### src/rtl/pipeline_ctrl.sv
// Central stall/flush controller for the six-stage pipeline: merges stall
// requests, sequences exception/ERET redirects, and keeps stall statistics.
module pipeline_ctrl #(
    parameter logic [31:0] EXC_VECTOR    = 32'h0000_0020,
    parameter logic [7:0]  STALL_TIMEOUT = 8'd255
) (
    input  logic        clk,
    input  logic        resetn,
    input  logic        stallreq_if,
    input  logic        stallreq_id,
    input  logic        stallreq_ex,
    input  logic        stallreq_mem,
    input  logic [31:0] excepttype,
    input  logic [31:0] cp0_epc,
    output logic [5:0]  stall,
    output logic        flush,
    output logic [31:0] new_pc,
    output logic        stall_timeout,
    output logic [31:0] perf_stall_cnt,
    output logic [15:0] perf_exc_cnt
);

    localparam int unsigned STALL_W = 6;
    localparam int unsigned RUN_W   = 8;
    localparam int unsigned PERF_W  = 32;
    localparam int unsigned EXC_W   = 16;

    localparam logic [31:0]      EXC_ERET  = 32'h0000_000e;
    localparam logic [RUN_W-1:0] RUN_MAX   = '1;
    localparam logic [PERF_W-1:0] PERF_MAX = '1;
    localparam logic [EXC_W-1:0]  EXC_MAX  = '1;

    typedef enum logic {
        IDLE = 1'b0,
        MASK = 1'b1
    } state_t;

    state_t           state;
    logic [RUN_W-1:0] run_cnt;
    logic [RUN_W-1:0] run_nxt;
    logic             stall_any;

    // Redirect and stall decode; a flush suppresses every stall request.
    always_comb begin
        stall  = '0;
        flush  = 1'b0;
        new_pc = '0;
        if (!resetn) begin
            if (state == IDLE && excepttype != '0) begin
                flush  = 1'b1;
                new_pc = (excepttype == EXC_ERET) ? cp0_epc : EXC_VECTOR;
            end else if (stallreq_mem) begin
                stall = STALL_W'(6'b011111);
            end else if (stallreq_ex) begin
                stall = STALL_W'(6'b001111);
            end else if (stallreq_id) begin
                stall = STALL_W'(6'b000111);
            end else if (stallreq_if) begin
                stall = STALL_W'(6'b000011);
            end
        end
    end

    assign stall_any = |stall;

    // Consecutive-stall run length, saturating, cleared by any free cycle.
    always_comb begin
        run_nxt = '0;
        if (stall_any) begin
            run_nxt = (run_cnt == RUN_MAX) ? RUN_MAX : run_cnt + RUN_W'(1);
        end
    end

    // MASK lasts exactly one cycle so the flushed MEM instruction cannot re-fire.
    always_ff @(posedge clk) begin
        if (resetn) begin
            state          <= IDLE;
            run_cnt        <= '0;
            stall_timeout  <= 1'b0;
            perf_stall_cnt <= '0;
            perf_exc_cnt   <= '0;
        end else begin
            state   <= flush ? MASK : IDLE;
            run_cnt <= run_nxt;
            if (stall_any && run_nxt == STALL_TIMEOUT) begin
                stall_timeout <= 1'b1;
            end
            if (stall_any && perf_stall_cnt != PERF_MAX) begin
                perf_stall_cnt <= perf_stall_cnt + PERF_W'(1);
            end
            if (flush && perf_exc_cnt != EXC_MAX) begin
                perf_exc_cnt <= perf_exc_cnt + EXC_W'(1);
            end
        end
    end

endmodule

### config.mk
export PLATFORM = sky130hd
export DESIGN_NAME = pipeline_ctrl
export DESIGN_NICKNAME = d
export VERILOG_FILES = /design/src/rtl/pipeline_ctrl.sv
export SDC_FILE = /design/constraint.sdc
export NUM_CORES = 1
export LEC_CHECK = 0
export ABC_AREA = 1
export CORE_MARGIN = 10
export CORE_UTILIZATION = 49
export DETAILED_ROUTE_END_ITERATION = 10
export MAX_ROUTING_LAYER = met4
export PLACE_DENSITY = 0.95
export SYNTH_ARGS = -nofsm -noshare
export SYNTH_HDL_FRONTEND = slang
export SYNTH_SLANG_ARGS = --single-unit
### constraint.sdc
create_clock -name clk -period 3.3 [get_ports clk]
set_clock_uncertainty 0.2 [all_clocks]
set_input_delay 0.495 -clock clk [delete_from_list [all_inputs] [get_ports clk]]
set_output_delay 0.495 -clock clk [all_outputs]
set_load 0.02 [all_outputs]
==> out/qor.csv <==
metric,value,unit
final_area,6100,sq um
worstHoldPathType,input port to register,
clock-sinks,58,
leakagePower,2.669,nW
worst_pin_slew,0.6476,ns
gp_congestion,0.9631,
fmax,317.9,MHz
synth_top_area_share,27.72,%
ys_ff_latch,58,
tritoncts,yes,
synth.area.top_cells,"dfxtp_1 (28%), nand2_1 (19%), nor2_1 (12%)",
placed_area,5819,sq um
wire_per_inst,16.74,um
routed_wl,15610,um
whs,0.1585,ns
cts-buffers-inserted,9,
layout.nets,894,
period_minus_slack,3.145,ns
cp-end-kind,output port,
drive_above_1_share,10.17,%
status,finished clean,
slew_viol_final,0,
vdd_drop_max,0.1843,mV
antenna_found_initial,1,
period_share,95.31,%
path_class,input port to output port,
max-slew-margin-rel,56.83,%
fill_cells,636,
grt_first_pass_wirelength,23760,um
timing.critical_path.mode_cell,nor2_1,
crit_path_top_delay_cell,clkdlybuf4s50_1,
drc,0,
area_growth_syn_to_layout,45.61,%
firstDrtPassIters,5,
crit_fanout,32,
finalSetupViolations,0,
syn_inst,673,
floorplan.rows,33,
ios,158,
port-buffer-count,156,
ys.flop_type,dfxtp_1,
synth_area,4189,sq um
cp.required,2.60,ns
final_hold_viol_count,0,
num_vias,5069,
utilization,73.86,%
synth.distinct_cells,34,
hpwl,11760,um
synth_top_area_cell,dfxtp_1,
async_flop_share,0,%
clockBufferDepth,2,
ys_top_cells_by_count,"nand2_1 (212), nor2_1 (129), dfxtp_1 (58)",
grt_max_degree,47,
dieHeight,112.5,um
slowest_delay,0.54,ns
syn_area_per_cell,6.224,sq um
gr-total-overflow,0,
synth.most_common_cell,nand2_1,
die_w,112.5,um
synth_edf_count,0,
yosysWarnings,0,
via_per_inst,5.439,
coreArea,8258,sq um
drt_iter0_drc,456,
initial_core_util,50.73,%
pwr_density_cell,262.1,nW/um^2
ant_nets,0,
arrival,2.45,ns
grt_pass1_vias,4736,
htreeDepth,3,
crit_chain,"clkdlybuf4s50_1, nor2_1, nand2_1, nor2_1, nand2_1, o21bai_2, nor2_2, inv_1, buf_12, nor2_1, clkdlybuf4s50_1",
cts.clk_slew.worst_paths,0.07,ns
rsz0062_at_grt,false,
cp-start-kind,input port,
fin_setup_tns,0,ns
drv_cap,0,
die_area,12650,sq um
clock_latency,0.34,ns
grt_use_total,22.99,%
syn_nets,746,
cts-root-buf,clkbuf_8,
ys_seq_area_share,27.72,%
## worst paths after layout
check                     from  cells past startpoint  slack (ns)                 end
max reg2reg  perf_stall_cnt[0]                     10        0.75  perf_stall_cnt[13]
min reg2reg      stall_timeout                      2        0.28       stall_timeout
max             excepttype[29]                     11        0.15           new_pc[5]
min                     resetn                      2        0.16               state
## timing repair
action	CTS	global route
setup endpoints to repair	0	33
hold buffers	0	0
resized for setup	0	33
endpoints found under the hold margin	0	0
setup buffers	0	0
## cell type report
type	count	area [sq um]	share of cell area [%]
flip-flops and latches	58	1161	19.04
inverters	35	131.4	2.154
multi-input cells	550	2731	44.78
diodes	1	2.502	0.04103
well taps	105	131.4	2.154
clock buffers	11	141.4	2.318
clock inverters	5	53.80	0.8821
repair buffers	167	1747	28.64
## metrics by stage
stage	power (mW)	setup WS [ns]	instances
after global placement	0.9423	0.1264	915
after global routing	1.652	0.004879	932
final	1.599	0.1547	932
after detailed placement	0.9464	0.03024	915
after floorplan	0.8247	0.8663	673
after CTS	1.603	0.02012	931
## cell families after synthesis
group | synth area share (%)
and+or+nand+nor | 48.66
adders and majority gates | 0.8962
xor gates and xnor gates | 6.063
DFF | 27.72
buffers and inverters | 7.169
AOI/OAI and AO/OA | 9.409
other | 0.08952
## power by group
group          leakage (nW)  internal (mW)  switching, mW
Sequential            0.468          0.706        0.00928
Combinational          2.10          0.111          0.108
Clock                 0.103          0.367          0.298
Total                  2.67           1.18          0.415
## worst max-delay path, delay by kind of cell
family                 cells  cell delay (ns)
AO/OA/AOI/OAI              1             0.20
buffers and inverters      4             1.22
AND/OR/NAND/NOR            6             0.53
## layer usage
layer	GRT usage, %	part of all wire (%)
met5	-	0
met4	9.137	3.2
met3	4.792	7.0
met2	41.33	50
met1	23.96	40
## state kept, by name (all words and copies together) (netlist names)
name and cells:
stall_timeout 1, perf_exc_cnt 16, run_cnt 8, perf_stall_cnt 32, state 1
## cell usage in the layout, fill, tap and decap left out, types with 2 or more instances in the layout
master,instances
o21ai_0,5
nand4_1,31
clkinv_2,3
nand2_2,19
a21oi_2,24
dfxtp_1,58
dlymetal6s2s_1,33
xor2_1,16
nand2_1,212
clkdlybuf4s50_1,122
a21oi_1,26
buf_12,2
ha_1,3
nand3b_1,13
nor2_1,129
nor3_1,6
nor2_2,3
nor2_4,4
inv_1,33
clkbuf_8,10
xnor2_1,13
buf_4,9
inv_2,2
nand3_4,3
nand3_1,34
No activity file was read; power rests on OpenSTA's default activity.
